$ cat config.mk
export PLATFORM = sky130hd
export DESIGN_NAME = seq_shifter
export DESIGN_NICKNAME = d
export VERILOG_FILES = /design/src/rtl/kgp_pkg.sv /design/src/rtl/seq_shifter_shift_step.sv /design/src/rtl/seq_shifter.sv
export SDC_FILE = /design/constraint.sdc
export NUM_CORES = 1
export LEC_CHECK = 0
export CAP_MARGIN = 20
export CELL_PAD_IN_SITES_DETAIL_PLACEMENT = 2
export CELL_PAD_IN_SITES_GLOBAL_PLACEMENT = 2
export CORE_AREA = 2 2 103 105
export CTS_BUF_LIST = sky130_fd_sc_hd__clkbuf_2
export CTS_CLUSTER_SIZE = 10
export DETAILED_ROUTE_END_ITERATION = 16
export DIE_AREA = 0 0 105 107
export DONT_BUFFER_PORTS = 1
export PLACE_DENSITY_LB_ADDON = 0.1
export REMOVE_ABC_BUFFERS = 1
export SYNTH_ARGS = -nofsm -noshare
export SYNTH_HDL_FRONTEND = slang
export SYNTH_SLANG_ARGS = --single-unit
$ cat constraint.sdc
create_clock -name clk -period 4.8 [get_ports clk]
set_input_delay 1.44 -clock clk [delete_from_list [all_inputs] [get_ports clk]]
set_output_delay 1.44 -clock clk [all_outputs]
set_load 0.05 [all_outputs]
$ cat src/rtl/kgp_pkg.sv
// Shared KGPminiRISC definitions: shift opcodes, default widths and shifter FSM state encoding.
package kgp_pkg;

  localparam int unsigned KGP_WIDTH = 32;
  localparam int unsigned KGP_SHW   = 5;

  localparam logic [1:0] SHIFT_OP_SLL = 2'b00;
  localparam logic [1:0] SHIFT_OP_SRL = 2'b01;
  localparam logic [1:0] SHIFT_OP_SRA = 2'b10;
  localparam logic [1:0] SHIFT_OP_ROR = 2'b11;

  typedef enum logic [1:0] {
    ST_IDLE  = 2'b00,
    ST_SHIFT = 2'b01,
    ST_DONE  = 2'b10
  } shift_state_t;

endpackage : kgp_pkg

$ cat src/rtl/seq_shifter_shift_step.sv
// Single-bit shift datapath for seq_shifter: one step of sll/srl/sra (and ror when
// SEQ_SHIFT_ROT_EN is defined), reporting the bit that falls off.
module shift_step
  import kgp_pkg::*;
#(
  parameter int unsigned WIDTH = KGP_WIDTH
) (
  input  logic [WIDTH-1:0] d,
  input  logic [1:0]       op,
  output logic [WIDTH-1:0] d_next,
  output logic             bit_out
);

  always_comb begin
    d_next  = d;
    bit_out = 1'b0;
    case (op)
      SHIFT_OP_SLL: begin
        d_next  = {d[WIDTH-2:0], 1'b0};
        bit_out = d[WIDTH-1];
      end
      SHIFT_OP_SRL: begin
        d_next  = {1'b0, d[WIDTH-1:1]};
        bit_out = d[0];
      end
      SHIFT_OP_SRA: begin
        d_next  = {d[WIDTH-1], d[WIDTH-1:1]};
        bit_out = d[0];
      end
      default: begin
`ifdef SEQ_SHIFT_ROT_EN
        d_next  = {d[0], d[WIDTH-1:1]};
        bit_out = d[0];
`else
        // Pass-through opcode never reaches a shift step; keep the operand intact.
        d_next  = d;
        bit_out = 1'b0;
`endif
      end
    endcase
  end

endmodule : shift_step

$ cat src/rtl/seq_shifter.sv
// Multi-cycle shifter: one bit per clock, result and carry registered for write-back.
// Build option: SEQ_SHIFT_ROT_EN enables op=11 as rotate-right (otherwise a pass-through).
module seq_shifter
  import kgp_pkg::*;
#(
  parameter int unsigned WIDTH = KGP_WIDTH,
  parameter int unsigned SHW   = KGP_SHW
) (
  input  logic             clk,
  input  logic             rst,
  input  logic             start,
  input  logic [1:0]       op,
  input  logic [SHW-1:0]   shamt,
  input  logic [WIDTH-1:0] data_in,
  output logic [WIDTH-1:0] result,
  output logic             carry_out,
  output logic             busy,
  output logic             done
);

  shift_state_t     state;
  logic [WIDTH-1:0] data_reg;
  logic [SHW-1:0]   cnt;
  logic [1:0]       op_reg;
  logic             carry;
  logic [WIDTH-1:0] step_d;
  logic             step_bit;
  logic [SHW-1:0]   shamt_eff_c;

`ifdef SEQ_SHIFT_ROT_EN
  assign shamt_eff_c = shamt;
`else
  // Without rotate support op=11 degenerates to a zero-length shift.
  assign shamt_eff_c = (op == SHIFT_OP_ROR) ? '0 : shamt;
`endif

  shift_step #(.WIDTH(WIDTH)) u_step (
    .d       (data_reg),
    .op      (op_reg),
    .d_next  (step_d),
    .bit_out (step_bit)
  );

  // Control FSM, shift counter and datapath registers; outputs registered alongside state.
  always_ff @(posedge clk or posedge rst) begin
    if (rst) begin
      state    <= ST_IDLE;
      data_reg <= '0;
      cnt      <= '0;
      op_reg   <= SHIFT_OP_SLL;
      carry    <= 1'b0;
      busy     <= 1'b0;
      done     <= 1'b0;
    end else begin
      case (state)
        ST_IDLE: begin
          if (start) begin
            state    <= ST_SHIFT;
            data_reg <= data_in;
            cnt      <= shamt_eff_c;
            op_reg   <= op;
            carry    <= 1'b0;
            busy     <= 1'b1;
          end
        end
        ST_SHIFT: begin
          if (cnt != '0) begin
            data_reg <= step_d;
            carry    <= step_bit;
            cnt      <= cnt - SHW'(1);
          end else begin
            state <= ST_DONE;
            done  <= 1'b1;
          end
        end
        ST_DONE: begin
          state <= ST_IDLE;
          done  <= 1'b0;
          busy  <= 1'b0;
        end
        default: begin
          state <= ST_IDLE;
          done  <= 1'b0;
          busy  <= 1'b0;
        end
      endcase
    end
  end

  assign result    = data_reg;
  assign carry_out = carry;

endmodule : seq_shifter

Word-level counts from Yosys, hierarchy flattened. Index checks and enable logic that the tools add are counted.

Reduce and logical (&&, ||, !) cells: 12. $add $sub $neg: 1. Muxes and demuxes: 19. Equal/unequal tests: 10. Bitwise gates (word level): 2.

Operators with widths (number): $pmux W32 S3 (1); $mux W32 (2); $pmux W32 S2 (1); $mux W5 (3); $pmux W5 S2 (1); $ne A2 B2 Y1 const B (4); $pmux W1 S2 (4); $reduce_and A2 Y1 (4); $reduce_and A5 Y1 (1); $reduce_bool A5 Y1 (1); $sub A5 B1 Y5 const B (1); $eq A2 B1 Y1 const B (2); $eq A2 B2 Y1 const B (2); $logic_not A2 Y1 (2); $mux W1 (4); $mux W2 (2); $ne A4 B1 Y1 const B (1); $pmux W2 S2 (1); $reduce_and A4 Y1 (1); $ne A3 B1 Y1 const B (1); $reduce_and A3 Y1 (1); $not A1 Y1 (2); $reduce_bool A2 Y1 (1); $reduce_or A2 Y1 (1).

Logic and storage cells: 52. Flip-flop bits (word level): 44.

Longest topological paths before layout. Gate-level depths: netlist of run 1.

Word-level depth: 5. Depth in mapped cells: 7. Depth with buffers taken out: 6.

Modules after synthesis. From an unflattened synthesis of run 1, not the netlist that was laid out.

Cells, all modules: 246. Area total of the unflattened synthesis: 3007.9 µm².

By module, submodules not included: seq_shifter (area each 2321.0 µm², seq. area each 1101.1 µm², instances 1, cells each 163); shift_step (area each 686.9 µm², seq. area each 0.0 µm², instances 1, cells each 83).

Least setup slack after synthesis of run 1. OpenSTA, ideal clock, no wires.

Path kind: input port to flip-flop. Start point: input start. End point: register data_reg[0] (netlist: result[0]). Buffers on the path: 1. Setup slack: 2085 ps. Data arrival time: 2589 ps. Data required time: 4675 ps. Stages on the path: 5. Path through: nor3b_2 -> a21oi_2 -> a21oi_1 -> buf_6 -> mux2_4.

Longest elaborated chain between the ends: 2.

Ends and longest elaborated chain: from (decl) (RTL line seq_shifter.sv:11) `input logic start,`; $ne A2 B2 Y1 (no line); $reduce_and A4 Y1 (no line); to (signal assigned) (RTL line seq_shifter.sv:59) `data_reg <= data_in;`; to (signal assigned) (RTL line seq_shifter.sv:68) `data_reg <= step_d;`; to (decl) (RTL line seq_shifter.sv:22) `logic [WIDTH-1:0] data_reg;`.

Every way passes these cells. A chain may end at the register's enable or synchronous reset.

Worst setup path in the final report of run 1. Ends and elaborated chain as after synthesis.

==> out/results.ini, run 1 <==
[cells_and_area]
final-seq-area_mm2 = 0.001101
post-route-util_pct = 27.04
nets = 294
area_growth_pct = 9.764
fillCellCount = 1163
largest_register_ffs = 32
drive_above_1_share_pct = 10.08
multiInputGateArea_mm2 = 0.001170
antennaDiodeCount = 0
stdcell_count = 384

[global_routing]
grt_usage_pct = 14.15
grt_pass1_vias = 2178
grt_overflow = 0
grt_max_degree = 45
antenna_found_initial = 0
grt_pass1_wl_um = 12540

[synthesis]
synthDistinctLibCells = 37
netlist_instances = 253
ys.warnings.count = 0
synth-seq-cells = 44
synth-edff-count = 0
synth_seq_area_share_pct = 44.29
synth_flop_cell = dfrtp_1
synth_area_mm2 = 0.002486
async_flop_share_pct = 100.0
syn_avg_cell_area_um2 = 9.827

[floorplan]
io_pins = 77
die_w_um = 105
core-area_mm2 = 0.01009
die-area_mm2 = 0.01124
rows = 37
start_util_pct = 24.63
dieHeight_um = 107

[sta]
fin_crit_sh_pct = 58.01
finalHoldViolCount = 0
setup_viol = 0
fmax_mhz = 359.1
min_period_ps = 2785
whs_ps = 587.3
tightest_slew_ps = 921.4
setup_tns_ps = 0
finalClockSkew_ps = 27.39
report.final.slew_viol_count = 0
slew_headroom_pct = 38.57
grt_setup_unrepaired = false

[clock_tree]
h-tree-depth = 2
root_buffer = clkbuf_2
cts_resized = 0
cts.sinks = 44
post_cts_buffers = 0
path_clk_slew_ps = 250
cts_tree = done
cts_buffers = 5
ctsHoldBuffers = 0
cts_buffer_depth = 2
clkLatencyLatePin_ps = 410

[routing]
ant_nets = 0
detail_route.vias_per_cell = 5.138
num_vias = 1973
dr.pass1.iters = 4
first_iter_violations = 87
wl_per_cell_um = 20.37
wl_um = 7823
drc_errors = 0

[run_status]
outcome = finished clean

[critical_path]
critPathBufInv = 1
cp.required_ps = 5110
r2r-start = cnt[0]
path_delay_family = compound AO/OA/AOI/OAI gates
worst_r2r_path_depth = 7
crit_arrival_ps = 3090
worstReg2RegEnd = result[0]
slowest_stage = nor3b_2
cp_cell_sequence = nor3b_2, a21oi_2, a21oi_4, buf_4, mux2_4
path_max_fanout = 12
endpoint_kind = flip-flop
r2r_setup_slack_ps = 2210
slowest_delay_ps = 410
start_kind = primary input
critPathKind = primary input to flip-flop

[min_path]
hold_start = cnt[1]
hold_depth = 2
min_to = cnt[1]
hold_class = flip-flop to flip-flop

[placed_design]
place_congestion = 0.6963
io_buffers = 0
place_inst = 374
hpwl_um = 5142

[run]
drv_cap = 0

[worst max-delay path by stage]
stage          cells after the start    endpoint  start  slack, ps
2_1_floorplan                      4  result[23]  start         50
3_3_place_gp                       5   result[0]  start       1590
3_5_place_dp                       5   result[0]  start       1530
4_1_cts                            5   result[0]  start       2020
5_1_grt                            5   result[0]  start       1920
6_report                           5   result[0]  start       2020
[cell usage after synthesis, types with 2 or more instances]
cell	number	area, um2
dfrtp_1	44	1101
a21oi_1	5	25.02
o21ai_0	37	185.2
nand3_1	2	10.01
mux2i_1	29	290.3
nor2b_1	2	12.51
nor2_1	11	41.29
inv_1	38	142.6
nand2_1	8	30.03
clkbuf_1	14	52.55
ha_1	5	62.56
or3b_2	2	17.52
buf_4	2	15.01
a221o_1	29	290.3
nand4_1	2	12.51
buf_2	2	10.01
[kinds of logic after synthesis]
| family | synth area share [%] |
|---|---|
| compound gates | 24.06 |
| buf+inv | 9.310 |
| flops | 44.29 |
| simple gates | 7.096 |
| mux | 12.73 |
| fa+ha+maj | 2.516 |
[area by class of cell]
class	count	share of cell area, %
Clock inverter	3	1.559
Multi-Input combinational cell	152	42.87
Inverter	38	5.227
Sequential cell	44	40.35
Timing Repair Buffer	6	2.843
Tap cell	136	6.236
Clock buffer	5	0.9170
[worst min-delay path: cells and delay by family, from the launching register on]
family                 cells  cell delay, ps
flip-flops                 1             440
buffers and inverters      1              80
AO/OA/AOI/OAI              1              60
[routing by layer]
layer	vias up	GRT usage [%]	part of all wire [%]
met5	-	0	0
met2	43	24.44	50
li1	904	-	-
met1	1022	17.57	44
met4	0	3.429	0.92
met3	4	3.769	4.6
[placed cells by master (no fill, tap or decap), types with 2 or more instances in the layout]
cell type,Yosys,final
nand4_1,2,2
mux2i_1,29,29
dfrtp_1,44,44
clkbuf_2,0,5
a21oi_1,5,4
nand3_1,2,2
nand2_1,8,8
or3b_2,2,2
buf_4,2,4
o21ai_0,37,37
ha_1,5,5
a221o_1,29,29
inv_1,38,37
nor2_1,11,11
[per-stage QoR]
stage,worst slack (ps),instance area [um2]
final,2015,2729
after global routing,1921,2729
after CTS,2020,2681
after detailed placement,1528,2614
after global placement,1591,2614
after floorplan,49.97,2397
Power of run 1 is not shown: default switching activity piles up to over one toggle a cycle in this logic, so the estimate is an artifact.
==> inputs of run 2 (changes only) <==
clock period = 2.5 ns   (was 4.8 ns; I/O delays follow)
==> out/results.ini, run 2 (synthesis gave the netlist of run 1 again) <==
[clock_tree]
cts_tree = done
cts.sinks = 44  ; unchanged
ctsHoldBuffers = 0  ; unchanged
cts_resized = 0  ; unchanged
root_buffer = clkbuf_2
clkLatencyLatePin_ps = 420  ; about the same
cts_buffers = 5  ; unchanged
post_cts_buffers = 0  ; unchanged
path_clk_slew_ps = 260  ; about the same
h-tree-depth = 2  ; unchanged
cts_buffer_depth = 2  ; unchanged

[min_path]
hold_class = primary input to asynchronous set/reset pin

[cells_and_area]
largest_register_ffs = 32  ; unchanged
fin_area_mm2 = 0.002813  ; +3.1%
area_growth_pct = 13.14
drive_above_1_share_pct = 14.56  ; +4.5 points
nets = 307  ; +4.4%
mostFrequentLayoutCells = 44 x dfrtp_1, 37 x inv_1, 37 x o21ai_0, 29 x a221o_1, 29 x mux2i_1
final_common_cell = dfrtp_1
antennaDiodeCount = 0  ; unchanged

[routing]
ant_nets = 0  ; unchanged
num_vias = 2024  ; +2.6%
detail_route.vias_per_cell = 5.098  ; -0.77%
wl_per_cell_um = 20.08  ; -1.4%
dr.pass1.iters = 4  ; unchanged
wl_um = 7972  ; +1.9%
first_iter_violations = 119  ; +37%
drc_errors = 0  ; unchanged

[floorplan]
core-area_mm2 = 0.01009  ; unchanged
die_w_um = 105  ; unchanged
dieHeight_um = 107  ; unchanged
die-area_mm2 = 0.01124  ; unchanged
io_pins = 77  ; unchanged
rows = 37  ; unchanged
start_util_pct = 24.63  ; unchanged

[critical_path]
cp.required_ps = 2820  ; -2290 ps
critPathKind = flip-flop to flip-flop
slowest_delay_ps = 510  ; +100 ps
cp_cell_sequence = inv_1, ha_1, or4b_4, a21oi_2, a21oi_4, buf_4, mux2_2
slowest_stage = or4b_4
crit_arrival_ps = 2430  ; -660 ps
start_kind = flip-flop
path_max_fanout = 10  ; -2
endpoint_kind = flip-flop

[global_routing]
grt_max_degree = 45  ; unchanged
grt_usage_pct = 14.45  ; +0.30 points
grt_pass1_wl_um = 12660  ; +0.93%
antenna_found_initial = 0  ; unchanged
grt_overflow = 0  ; unchanged
grt_pass1_vias = 2158  ; -0.92%

[placed_design]
io_buffers = 0  ; unchanged
hpwl_um = 5515  ; +7.2%
place_ws_ps = 34.86  ; -1493 ps
place_area_mm2 = 0.002696  ; +3.2%
place_congestion = 0.7076  ; +1.6%

[sta]
report.final.slew_viol_count = 0  ; unchanged
slew_headroom_pct = 59.18  ; +21 points
finalClockSkew_ps = 27.96  ; +0.5741 ps
worst_slack_ps = 389.3  ; -1626 ps
grt_setup_unrepaired = false
finalHoldViolCount = 0  ; unchanged
tightest_slew_ps = 612.2  ; -309.1 ps
min_period_ps = 2111
setup_viol = 0  ; unchanged
fmax_mhz = 473.8
fin_crit_sh_pct = 84.43

[run]
drv_cap = 0  ; unchanged

[run_status]
outcome = finished clean

-- run 2: layout make-up --
type	instances	area [um2]
timing repair buffer	19	180.2
multi-input combinational	152	1170
inverter	38	142.6
tap	136	170.2
sequential	44	1101
clock inverter	3	23.77
fill	1179	7279
clock buffer	5	25.02
-- run 2: path summary, 6_finish.rpt --
| check | startpoint | to | slack, ps | depth (start not counted) |
|---|---|---|---|---|
| worst min-delay path | rst | result[10] | 190 | 2 |
| worst min register to register | cnt[1] | cnt[1] | 580 | 2 |
| min in group clk | op[1] | op_reg[1] | 420 | 2 |
| worst max register to register | cnt[0] | result[23] | 390 | 7 |
| worst max-delay path | cnt[0] | result[23] | 390 | 7 |
| max in group asynchronous | rst | cnt[1] | 2070 | 2 |
-- run 2: per-stage QoR --
step / utilization, % / hold WS, ps / setup TNS, ps / cells
5_1_grt: 27.87 / 139.6 / 0 / 397
3_5_place_dp: 26.72 / 560.8 / 0 / 380
6_report: 27.87 / 192.5 / 0 / 397
3_3_place_gp: 26.72 / 542.3 / 0 / 380
2_1_floorplan: - / 510.7 / -59390 / 234
4_1_cts: 27.20 / 159.5 / 0 / 388
-- run 2: routing by layer --
metal / global-route usage [%] / part of all wire, % / up-vias
met5: 0 / 0 / -
met4: 3.810 / 1.2 / 0
met3: 3.587 / 4.8 / 9
met2: 23.84 / 49 / 47
met1: 18.89 / 45 / 1041
li1: - / - / 927
-- run 2: critical path: cells and delay by family, from the launching register on --
family	cells	cell delay, ps
fa+ha+maj	1	220
buf+inv	2	270
simple gates	1	510
compound gates	2	330
mux	1	260
flops	1	440
Power of run 2 is left out for the same reason.
